[config.mk]
export PLATFORM = sky130hd
export DESIGN_NAME = spi_slave
export DESIGN_NICKNAME = d
export VERILOG_FILES = /design/src/rtl/spi_pkg.sv /design/src/rtl/spi_sync.sv /design/src/rtl/spi_slave.sv
export SDC_FILE = /design/constraint.sdc
export NUM_CORES = 1
export LEC_CHECK = 0
export CORE_MARGIN = 4
export CORE_UTILIZATION = 50
export DETAILED_ROUTE_END_ITERATION = 8
export PLACE_DENSITY = 0.74
export SKIP_CTS_REPAIR_TIMING = 1
export SLEW_MARGIN = 20
export SYNTH_ARGS = -nofsm -noshare
export SYNTH_HDL_FRONTEND = slang
export SYNTH_HIERARCHICAL = 1
export SYNTH_SLANG_ARGS = --single-unit
[constraint.sdc]
create_clock -name clk -period 3.8 [get_ports clk]
set_input_delay 0.38 -clock clk [delete_from_list [all_inputs] [get_ports clk]]
set_output_delay 0.38 -clock clk [all_outputs]
set_load 0.02 [all_outputs]
[src/rtl/spi_pkg.sv]
// Shared types and constants for the SPI target block.
package spi_pkg;

  localparam int DATA_W_DEF = 8;

  localparam logic [1:0] MODE0 = 2'd0;
  localparam logic [1:0] MODE1 = 2'd1;
  localparam logic [1:0] MODE2 = 2'd2;
  localparam logic [1:0] MODE3 = 2'd3;

  localparam int CPOL_BIT = 1;
  localparam int CPHA_BIT = 0;

  typedef enum logic {
    IDLE   = 1'b0,
    ACTIVE = 1'b1
  } state_t;

endpackage

[src/rtl/spi_sync.sv]
// N-stage single-bit synchronizer with a selectable reset level.
module spi_sync #(
  parameter int   STAGES  = 2,
  parameter logic RST_VAL = 1'b0
) (
  input  logic clk,
  input  logic reset,
  input  logic i_d,
  output logic o_q
);

  logic [STAGES-1:0] r_sync;

  always_ff @(posedge clk or negedge reset) begin
    if (!reset) r_sync <= {STAGES{RST_VAL}};
    else        r_sync <= {r_sync[STAGES-2:0], i_d};
  end

  assign o_q = r_sync[STAGES-1];

endmodule

[src/rtl/spi_slave.sv]
// SPI target: oversampled sclk/ss_n/mosi, all four modes, MSB-first frames,
// one-entry transmit buffer and a valid-pulse receive interface.
module spi_slave
  import spi_pkg::*;
#(
  parameter int                DATA_W      = DATA_W_DEF,
  parameter int                SYNC_STAGES = 2,
  parameter logic [DATA_W-1:0] DEFAULT_TX  = {DATA_W{1'b1}}
) (
  input  logic              clk,
  input  logic              reset,
  input  logic              sclk,
  input  logic              ss_n,
  input  logic              mosi,
  output logic              miso,
  output logic              miso_oe,
  input  logic [1:0]        mode,
  input  logic [DATA_W-1:0] tx_data,
  input  logic              tx_valid,
  output logic              tx_ready,
  output logic [DATA_W-1:0] rx_data,
  output logic              rx_valid,
  output logic              busy,
  output logic              underrun,
  input  logic              clr_flags
);

  localparam int              CNT_W = $clog2(DATA_W);
  localparam logic [CNT_W-1:0] LAST = CNT_W'(DATA_W - 1);

  logic w_sclk_s, w_ss_s, w_mosi_s;

  spi_sync #(.STAGES(SYNC_STAGES), .RST_VAL(1'b0)) u_sync_sclk (
    .clk(clk), .reset(reset), .i_d(sclk), .o_q(w_sclk_s));
  spi_sync #(.STAGES(SYNC_STAGES), .RST_VAL(1'b1)) u_sync_ss (
    .clk(clk), .reset(reset), .i_d(ss_n), .o_q(w_ss_s));
  spi_sync #(.STAGES(SYNC_STAGES), .RST_VAL(1'b0)) u_sync_mosi (
    .clk(clk), .reset(reset), .i_d(mosi), .o_q(w_mosi_s));

  state_t              r_state, w_state_nxt;
  logic                r_sclk_prev, r_ss_prev;
  logic [1:0]          r_mode;
  logic [CNT_W-1:0]    r_bit_cnt;
  logic [DATA_W-2:0]   r_rx_shift;
  logic [DATA_W-1:0]   r_tx_shift, r_tx_buf, r_rx_data;
  logic                r_tx_full, r_rx_valid, r_miso_oe, r_underrun;

  logic w_ss_fall, w_ss_rise, w_start, w_active;
  logic w_rise, w_fall, w_lead, w_trail, w_sample, w_shift;
  logic w_first, w_last, w_load, w_tx_wr;
  logic [DATA_W-1:0] w_rx_nxt, w_load_val;

  assign w_ss_fall = r_ss_prev & ~w_ss_s;
  assign w_ss_rise = ~r_ss_prev & w_ss_s;
  assign w_start   = (r_state == IDLE) & w_ss_fall;
  // An abort in the same cycle as an sclk edge takes priority over the edge.
  assign w_active  = (r_state == ACTIVE) & ~w_ss_rise;

  assign w_rise   = w_sclk_s & ~r_sclk_prev;
  assign w_fall   = ~w_sclk_s & r_sclk_prev;
  assign w_lead   = r_mode[CPOL_BIT] ? w_fall : w_rise;
  assign w_trail  = r_mode[CPOL_BIT] ? w_rise : w_fall;
  assign w_sample = w_active & (r_mode[CPHA_BIT] ? w_trail : w_lead);
  assign w_shift  = w_active & (r_mode[CPHA_BIT] ? w_lead : w_trail);

  assign w_first = (r_bit_cnt == '0);
  assign w_last  = (r_bit_cnt == LAST);

  // A shift edge seen with bit_cnt==0 follows a completed frame (CPHA=0,
  // reload) or is the first leading edge of a frame (CPHA=1, hold bit 7).
  assign w_load = w_start
                | (w_shift  & w_first & ~r_mode[CPHA_BIT])
                | (w_sample & w_last  &  r_mode[CPHA_BIT]);

  assign w_tx_wr    = tx_valid & ~r_tx_full;
  assign w_load_val = r_tx_full ? r_tx_buf : DEFAULT_TX;
  assign w_rx_nxt   = {r_rx_shift, w_mosi_s};

  always_ff @(posedge clk or negedge reset) begin
    if (!reset) r_state <= IDLE;
    else        r_state <= w_state_nxt;
  end

  always_comb begin
    w_state_nxt = r_state;
    case (r_state)
      IDLE:   if (w_ss_fall) w_state_nxt = ACTIVE;
      ACTIVE: if (w_ss_rise) w_state_nxt = IDLE;
    endcase
  end

  always_ff @(posedge clk or negedge reset) begin
    if (!reset) begin
      r_sclk_prev <= 1'b0;
      r_ss_prev   <= 1'b1;
      r_mode      <= MODE0;
      r_bit_cnt   <= '0;
      r_rx_shift  <= '0;
      r_tx_shift  <= '0;
      r_tx_buf    <= '0;
      r_tx_full   <= 1'b0;
      r_rx_data   <= '0;
      r_rx_valid  <= 1'b0;
      r_miso_oe   <= 1'b0;
      r_underrun  <= 1'b0;
    end else begin
      r_sclk_prev <= w_sclk_s;
      r_ss_prev   <= w_ss_s;
      r_rx_valid  <= 1'b0;

      if (w_start) begin
        r_mode     <= mode;
        r_bit_cnt  <= '0;
        r_rx_shift <= '0;
        r_miso_oe  <= 1'b1;
      end else if ((r_state == ACTIVE) && w_ss_rise) begin
        r_bit_cnt <= '0;
        r_miso_oe <= 1'b0;
      end else if (w_sample) begin
        r_rx_shift <= w_rx_nxt[DATA_W-2:0];
        if (w_last) begin
          r_bit_cnt  <= '0;
          r_rx_data  <= w_rx_nxt;
          r_rx_valid <= 1'b1;
        end else begin
          r_bit_cnt <= r_bit_cnt + CNT_W'(1);
        end
      end

      if (w_load)                  r_tx_shift <= w_load_val;
      else if (w_shift && !w_first) r_tx_shift <= {r_tx_shift[DATA_W-2:0], 1'b0};

      // A write landing with a load: the load takes the old content first.
      if (w_tx_wr) begin
        r_tx_buf  <= tx_data;
        r_tx_full <= 1'b1;
      end else if (w_load) begin
        r_tx_full <= 1'b0;
      end

      if (w_load && !r_tx_full) r_underrun <= 1'b1;
      else if (clr_flags)       r_underrun <= 1'b0;
    end
  end

  assign miso     = (r_state == ACTIVE) ? r_tx_shift[DATA_W-1] : 1'b0;
  assign miso_oe  = r_miso_oe;
  assign tx_ready = ~r_tx_full;
  assign rx_data  = r_rx_data;
  assign rx_valid = r_rx_valid;
  assign busy     = (r_state == ACTIVE);
  assign underrun = r_underrun;

endmodule
# --- After elaboration in Yosys (flattened, before gate mapping) ---
# Index checks and enable logic that the tools add are counted.
# Widths: inputs -> output; s select.
totals:
  register_bits: 49
  latchBits: 0
  ram_bits: 0
  romBits: 0
  inputBits: 17
  output_inout_bits: 14
  wordCells: 86
  memories: 0
classes:
  addsub: 1
  n_mul: 0
  div_mod_pow: 0
  order_cmp: 0
  eq_ne: 2
  shifts: 0
  mux: 28
  n_bitwise: 25
  reduce_logical: 14
ops:
  columns: ["cell", "n"]
  rows:
  - ["$mux 8", 3]
  - ["$mux 7", 3]
  - ["$mux 1", 17]
  - ["$and 1x1->1", 13]
  - ["$mux 3", 4]
  - ["$not 1->1", 10]
  - ["$reduce_bool 2->1", 5]
  - ["$reduce_and 4->1", 1]
  - ["$add 3x1->3 const B", 1]
  - ["$eq 3x3->1 const B", 1]
  - ["$logic_and 1x1->1", 3]
  - ["$logic_not 3->1", 1]
  - ["$reduce_bool 3->1", 1]
  - ["$logic_not 1->1", 2]
  - ["$ne 2x2->1 const B", 1]
  - ["$or 1x1->1", 2]
  - ["$pmux 1 s2", 1]
  - ["$reduce_and 2->1", 1]

# --- Longest topological paths before layout ---
# Gate-level depths: netlist (run 1).
depth:
  word_depth: 11
  mapped_depth: 7
  ltp_nobuf: 6

# --- Hierarchy ---
# The synthesis (run 1) kept the hierarchy.
modules_own_cells:
  columns: ["module", "instances", "cells_each", "area_each_um2", "seq_area_each_um2"]
  rows:
  - ["spi_slave", 1, 203, 2115.8, 1077.3]
  - ["spi_sync at u_sync_mosi ...", 2, 2, 50.0, 50.0]
  - ["spi_sync at u_sync_ss", 1, 2, 52.6, 52.6]

# --- Least setup slack after synthesis (run 1) ---
# Ideal clock, no wire load.
synth_path:
  kind: "reg-to-reg"
  startpoint: "register r_bit_cnt[0]"
  endpoint: "register r_tx_shift[0]"
  setup_time_ns: 0.079
  t_arrival_ns: 1.739
  required_ns: 3.721
  setup_slack_ns: 1.982
  path_stages_with_launch: 8
  n_path_buf: 1
  period_less_slack_ns: 1.818
  path_cell_list: "dfrtp_1 inv_1 ha_1 or3b_2 a22oi_4 a21o_1 buf_6 mux2i_1"
synth_between:
  elab_chain_len: 6
  word_cells_on_any_way: 12
  cone_classes: "1 x eq/ne; 1 x mux; 6 x bitwise; 4 x reduce/logical"
synth_lines:
  columns: ["element", "line", "source"]
  rows:
  - ["start: declaration", "spi_slave.sv:43", "logic [CNT_W-1:0] r_bit_cnt;"]
  - ["start signal: assignment", "spi_slave.sv:126", "r_bit_cnt <= r_bit_cnt + CNT_W'(1);"]
  - ["$logic_not 3->1", "spi_slave.sv:66", "assign w_first = (r_bit_cnt == '0);"]
  - ["$and 1x1->1 (2 in a row)", "spi_slave.sv:72", "| (w_shift & w_first & ~r_mode[CPHA_BIT])"]
  - ["$or 1x1->1", "spi_slave.sv:72", null]
  - ["$or 1x1->1", "spi_slave.sv:73", "| (w_sample & w_last & r_mode[CPHA_BIT]);"]
  - ["$mux 8 or $reduce_bool 2->1 (tied branches)", null, null]
  - ["end signal: assignment", "spi_slave.sv:130", "if (w_load) r_tx_shift <= w_load_val;"]
  - ["end signal: assignment", "spi_slave.sv:131", "else if (w_shift && !w_first) r_tx_shift <= {r_tx_shift[DATA_W-2:0], 1'b0};"]
  - ["end: declaration", "spi_slave.sv:45", "logic [DATA_W-1:0] r_tx_shift, r_tx_buf, r_rx_data;"]
# Several ways; a longest one is shown, not always the timed one.
# A chain may end at the register's enable or synchronous reset.

# --- Worst setup path in the final report (run 1) ---
layout_path:
  startpoint: "register u_sync_ss.r_sync[1]"
  endpoint: "register r_rx_data[7] (netlist: rx_data[7])"
layout_between:
  elab_chain_len: 5
  word_cells_on_any_way: 11
  cone_classes: "9 x bitwise; 2 x reduce/logical"
layout_lines:
  columns: ["element", "line", "source"]
  rows:
  - ["start: declaration", "spi_sync.sv:12", "logic [STAGES-1:0] r_sync;"]
  - ["start signal: assignment", "spi_sync.sv:15", "if (!reset) r_sync <= {STAGES{RST_VAL}};"]
  - ["start signal: assignment", "spi_sync.sv:16", "else r_sync <= {r_sync[STAGES-2:0], i_d};"]
  - ["$and 1x1->1 or $not 1->1 (tied branches)", "spi_slave.sv:54, spi_slave.sv:53", null]
  - ["$not 1->1 or $and 1x1->1 (tied branches)", "spi_slave.sv:57, spi_slave.sv:53", null]
  - ["$and 1x1->1 (on tied branches)", "spi_slave.sv:57, spi_slave.sv:55", null]
  - ["$and 1x1->1 or $not 1->1 (tied branches)", null, null]
  - ["$reduce_and 4->1 (no source line) *", null, null]
  - ["end signal: assignment", "spi_slave.sv:123", "r_rx_data <= w_rx_nxt;"]
  - ["end: declaration", "spi_slave.sv:45", null]
# Every way passes the cells marked *; elsewhere a longest branch is shown, timed or not.

==> results of run 1 <==
## registers in the layout, summed over array words and instances (netlist names)
| name | count |
|---|---|
| busy | 1 |
| miso_oe | 1 |
| r_bit_cnt | 3 |
| r_mode | 2 |
| r_rx_shift | 7 |
| r_sclk_prev | 1 |
| r_ss_prev | 1 |
| r_tx_buf | 8 |
| r_tx_full | 1 |
| r_tx_shift | 8 |
| rx_data | 8 |
| rx_valid | 1 |
| u_sync_mosi/r_sync | 2 |
| u_sync_sclk/r_sync | 2 |
| u_sync_ss/r_sync | 2 |
| underrun | 1 |
## through the flow
step,cell area (sq um),hold WS [ns]
CTS,2710,0.303
global route,2710,0.124
global placement,2570,0.334
finish,2710,0.0726
detailed placement,2570,0.336
floorplan,2270,0.0844
## worst max-delay path by stage
| stage | from | to | slack (ns) | cells past startpoint |
|---|---|---|---|---|
| after global routing | u_sync_ss/r_sync[1] | rx_data[7] | 1.30 | 5 |
| after global placement | u_sync_ss/r_sync[1] | rx_data[7] | 1.60 | 5 |
| final | u_sync_ss/r_sync[1] | rx_data[7] | 1.51 | 5 |
| after floorplan | r_bit_cnt[0] | r_tx_shift[0] | 1.98 | 7 |
| after CTS | u_sync_ss/r_sync[1] | rx_data[7] | 1.50 | 5 |
| after detailed placement | u_sync_ss/r_sync[1] | rx_data[7] | 1.53 | 5 |
## report_power, final
part | internal [uW] | switching (uW) | total, uW
registers | 650 | 95.6 | 746
logic | 229 | 253 | 482
clock network | 261 | 176 | 437
## kinds of logic (layout without fill, tap and decap cells)
logic type                 Yosys count  in the layout  synth area share
muxes                               20             20             0.103
AOI/OAI and AO/OA                   47             47             0.131
buffers and inverters               19             46            0.0381
xor gates and xnor gates             1              1           0.00717
adders and majority gates            3              3            0.0165
and+or+nand+nor                     70             70             0.162
DFF                                 49             49             0.542
## worst max-delay path, stage by stage (launching register included)
cell,delay (ns)
dfstp_2,0.57
nor2b_1,0.65
nor2_1,0.37
nand3_4,0.24
inv_2,0.06
mux2_1,0.30
## routing by layer
metal / vias up / GRT usage / part of all wire
li1: 775 / - / -
met4: 0 / 0.0524 / 0.014
met5: - / 0 / 0
met1: 775 / 0.238 / 0.45
met2: 44 / 0.264 / 0.49
met3: 7 / 0.0409 / 0.050
## final cells by class
| cell class | count | area [sq um] |
|---|---|---|
| clock buffer | 5 | 68.8 |
| clock inverter | 3 | 65.1 |
| fill | 371 | 1680 |
| inverter | 8 | 30.0 |
| multi-input combinational | 141 | 952 |
| sequential | 49 | 1230 |
| tap | 52 | 65.1 |
| timing repair buffer | 30 | 298 |
## synth_stat cells
master,n
a211oi_1,1
a211oi_2,1
a21o_1,5
a21oi_1,12
a221oi_1,1
a22oi_4,1
and2_0,1
and2_1,1
and3_1,1
buf_6,2
clkbuf_1,9
dfrtp_1,46
dfstp_2,3
ha_1,3
inv_1,7
inv_2,1
mux2_1,7
mux2_2,10
mux2i_1,2
mux2i_4,1
nand2_1,14
nand2b_1,6
nand3_1,15
nand3_4,1
nand3b_1,1
nor2_1,11
nor2b_1,9
nor3_1,7
o211ai_1,7
o21ai_0,18
o22ai_1,1
or3b_2,3
xnor2_2,1
==> impl_results.md, run 1 <==
- CTS buffer count: 5
- Die Y: between 70 and 80 um
- First-pass GRT wire length: roughly 7300 um
- Post-Syn Area: about 2300 sq um
- Pin count of the biggest net entering global routing: 50
- Area grow syn2layout: 19.4%
- Remaining antenna violation count after routing: 0
- Max Cap Viol: 0
- H-tree levels: 2
- Via density: ~5.6
- Vias in the first global route: ~1.5k
- Synth top area share: 0.507
- Initial antenna violation count: 0
- DRC Markers: 0
- Place WS: roughly 1.5 ns
- Most frequent cells in the layout: dfrtp_1, clkdlybuf4s50_1, o21ai_0
- Count of cell types in the netlist: 33
- Slew Limit Fails: 0
- Finish-stage setup viols: 0
- Cells on worst reg2reg path: 5
- Post-Syn Area per Cell: ~11 sq um
- Total global-route track usage: 0.170
- Yosys top cell by area: dfrtp_1
- Root Buffer: clkbuf_8
- R2r endpoint: rx_data[7]
- Final hold vios: 0
- Power Dens Cells: slightly above 600 nW/um^2
- Sequential element share of the synthesized area: 0.542
- Crit. End Element: register
- Final worst setup slack: 1.51 ns
- Clk slew on worst S/H paths: 0.09 ns
- Post-Synthesis Net Count: about 230
- Clock buffer depth: 2
- Fin crit period: 2.29 ns
- Post-DP HPWL: just under 3000 um
- CTS tree: done
- Placed cells: 280
- CP Launch Type: register
- Input/output buffers: 30
- Share of cells above drive strength 1: 0.131
- Num Clock Sinks: between 40 and 50
- Antenna Cells: 0
- Chip width: around 75 um
- Fmax: ~440 MHz
- Overflow after GRT: 0
- Flop and latch count out of synthesis: 49
- Final Skew: about 0.0066 ns
- Worst r2r src: u_sync_ss/r_sync[1]
- Core Region: 4380 sq um
- Starting Density: 0.517
- Status: completed
- Iter 0 DRT Violations: between 90 and 100
- Placer Congestion: ~0.77
- Final Non-Filler Cells: approximately 290
- WL per Instance: 15.0 um
- CP Data Required Time: ~4 ns
- Ys Warns: 6
- Final WL: 4330 um
- Worst reg-to-reg setup slack: between 1.5 and 2 ns
- Fin util: 0.618
- Setup tns final: 0 ns
- Synth top area cells: dfrtp_1, mux2_2, o21ai_0
- Cell count after synthesis: between 200 and 250
- Leak Pwr: ~0.0012 uW
- Unrepaired setup endpoints after global routing: no
- IO Pins: 31
- FP Rows: 24
- Crit-path max FO: 12
- Iteration count of the initial detailed-routing pass: 5
- Slew HR: 0.470
- Worst-margin pin slew: about 0.79 ns
- Worst-Skew Late Latency: 0.30 ns
- Crit Path Class: reg2reg
- # nets final: 255
- Commonest non-fill, non-tap cell in the layout: dfrtp_1
- Tcrit/Tclk final: 0.604
- Die Area: between 5000 and 6000 sq um
- Arrival time at the worst endpoint: ~2.5 ns
- Total power: 1660 uW
- Worst min path class: in2async
- Total number of vias: 1,601
- Maximum vdd drop: 329 uV
Note: power is estimated with default switching activity, not from simulation.
==> run 2, diff against run 1 <==
--- a/config.mk
+++ b/config.mk
@@ -6,9 +6,9 @@
 export NUM_CORES = 1
 export LEC_CHECK = 0
 export CORE_MARGIN = 4
-export CORE_UTILIZATION = 50
+export CORE_UTILIZATION = 49
 export DETAILED_ROUTE_END_ITERATION = 8
-export PLACE_DENSITY = 0.74
+export PLACE_DENSITY = 0.75
 export SKIP_CTS_REPAIR_TIMING = 1
 export SLEW_MARGIN = 20
 export SYNTH_ARGS = -nofsm -noshare
==> constraint.sdc (replaced) <==
create_clock -name clk -period 1.9 [get_ports clk]
set_input_delay 0.19 -clock clk [delete_from_list [all_inputs] [get_ports clk]]
set_output_delay 0.19 -clock clk [all_outputs]
set_load 0.02 [all_outputs]
==> impl_results.md, run 2 (synthesis gave the netlist of run 1 again) <==
- Unrepaired setup endpoints after global routing: no
- Final hold vios: 0 (unchanged)
- Finish-stage setup viols: 0 (unchanged)
- IO Pins: 31 (unchanged)
- Antenna Cells: 0 (unchanged)
- Place WS: 0.0384 ns (-1.49 ns)
- Remaining antenna violation count after routing: 0 (unchanged)
- CTS buffer count: 5 (unchanged)
- Commonest non-fill, non-tap cell in the layout: dfrtp_1
- FP Rows: 24 (unchanged)
- Overflow after GRT: 0 (unchanged)
- DRC Markers: 0 (unchanged)
- WL met3: 144 um (-34%)
- Fmax: 571 MHz (+31%)
- Tcrit/Tclk final: 0.922 (+0.319)
- Leak Pwr: 0.00124 uW (+6.2%)
- Initial antenna violation count: 0 (unchanged)
- Area grow syn2layout: 25.0%
- Die Area: 5780 sq um (+1.8%)
- CP Data Required Time: 2.08 ns (-1.91 ns)
- Max Cap Viol: 0 (unchanged)
- Share of cells above drive strength 1: 0.187 (+0.0552)
- Iteration count of the initial detailed-routing pass: 4 (-1)
- Arrival time at the worst endpoint: 1.93 ns (-0.56 ns)
- Total power: 3320 uW (+99%)
- Fin crit period: 1.75 ns (-0.542 ns)
- CTS tree: done
- Crit Path Class: reg2reg
- Input/output buffers: 30 (unchanged)
- Chip width: 76.0 um (+0.91%)
- Die Y: 76.0 um (+0.91%)
- Pin count of the biggest net entering global routing: 29 (-42%)
- Slew Limit Fails: 0 (unchanged)
- Final worst setup slack: 0.147 ns (-1.36 ns)
- DR top layer: met4
- Num Clock Sinks: 49 (unchanged)
- Final WL: 4410 um (+1.8%)
- Total global-route track usage: 0.169 (-0.000690)
- Placer Congestion: 0.843 (+9.7%)
- # nets final: 271 (+6.3%)
- Worst min path class: in2reg
- Met2 Wirelength: 2150 um (+1.8%)
- M1 wire length: 2010 um (+3.1%)
- Crit-path max FO: 7 (-5)
- Power Dens Cells: 1170 nW/um^2 (+91%)
- Fin area: 2840 sq um (+4.7%)
- Starting Density: 0.514 (-0.00352)
- Clk slew on worst S/H paths: 0.08 ns (about the same)
- Iter 0 DRT Violations: 99 (+5.3%)
- Vias in the first global route: 1,716 (+13%)
- Maximum vdd drop: 612 uV (+86%)
- First-pass GRT wire length: 8090 um (+11%)
- Via density: 5.60 (+0.71%)
- Core Region: 4410 sq um (+0.68%)
- Root Buffer: clkbuf_8
- Cells on worst reg2reg path: 8 (+3)
- Final Skew: 0.00641 ns (-0.000229 ns)
- CP Launch Type: register
- WL per Instance: 14.5 um (-3.6%)
- Most frequent cells in the layout: dfrtp_1, clkdlybuf4s50_1, o21ai_0
- Setup tns final: 0 ns (unchanged)
- Total number of vias: 1,702 (+6.3%)
- Worst-margin pin slew: 0.519 ns (-0.274 ns)
- H-tree levels: 2 (unchanged)
- Placed cell areas: 2700 sq um (+4.9%)
- Crit. End Element: register
- Worst-Skew Late Latency: 0.30 ns (about the same)
- Clock buffer depth: 2 (unchanged)
- Post-DP HPWL: 3240 um (+9.4%)
- Slew HR: 0.654 (+0.184)
- Status: completed
- Worst hold stages: 1
-- run 2: final timing paths --
kind,start,to,slack (ns)
setup / recovery,r_bit_cnt[0],r_tx_shift[6],0.15
hold / removal,ss_n,u_sync_ss/r_sync[0],0.29
setup reg to reg,r_bit_cnt[0],r_tx_shift[6],0.15
hold reg to reg,u_sync_sclk/r_sync[0],u_sync_sclk/r_sync[1],0.35
max in group asynchronous,reset,rx_data[2],0.98
min in group asynchronous,reset,u_sync_sclk/r_sync[0],0.40
-- run 2: worst max-delay path, stage by stage, from the launching register on --
cell	delay (ns)
dfrtp_1	0.39
buf_4	0.15
ha_1	0.20
ha_1	0.23
nand2_1	0.13
a22oi_4	0.07
buf_4	0.17
a21oi_1	0.19
o211ai_1	0.11
-- run 2: power by group --
| part | internal [uW] | switching (uW) |
|---|---|---|
| registers | 1300 | 175 |
| clock network | 429 | 328 |
| logic | 550 | 536 |
-- run 2: routing by layer --
| metal | vias to the layer above | global-route usage |
|---|---|---|
| li1 | 809 | - |
| met1 | 846 | 0.232 |
| met2 | 38 | 0.271 |
| met3 | 9 | 0.0225 |
| met4 | 0 | 0.0694 |
| met5 | - | 0 |
-- run 2: cell type report --
type	count	area (sq um)
fill	361	1580
sequential	49	1230
multi-input combinational	141	963
timing repair buffer	46	430
clock buffer	7	86.3
tap	52	65.1
clock inverter	1	30.0
inverter	8	30.0
-- run 2: through the flow --
step / hold slack, ns / std cells / util
after floorplan: -0.106 / 209 / -
after global routing: 0.287 / 304 / 0.642
final: 0.293 / 304 / 0.642
after global placement: 0.195 / 295 / 0.611
after detailed placement: 0.193 / 295 / 0.611
after CTS: -0.134 / 303 / 0.637
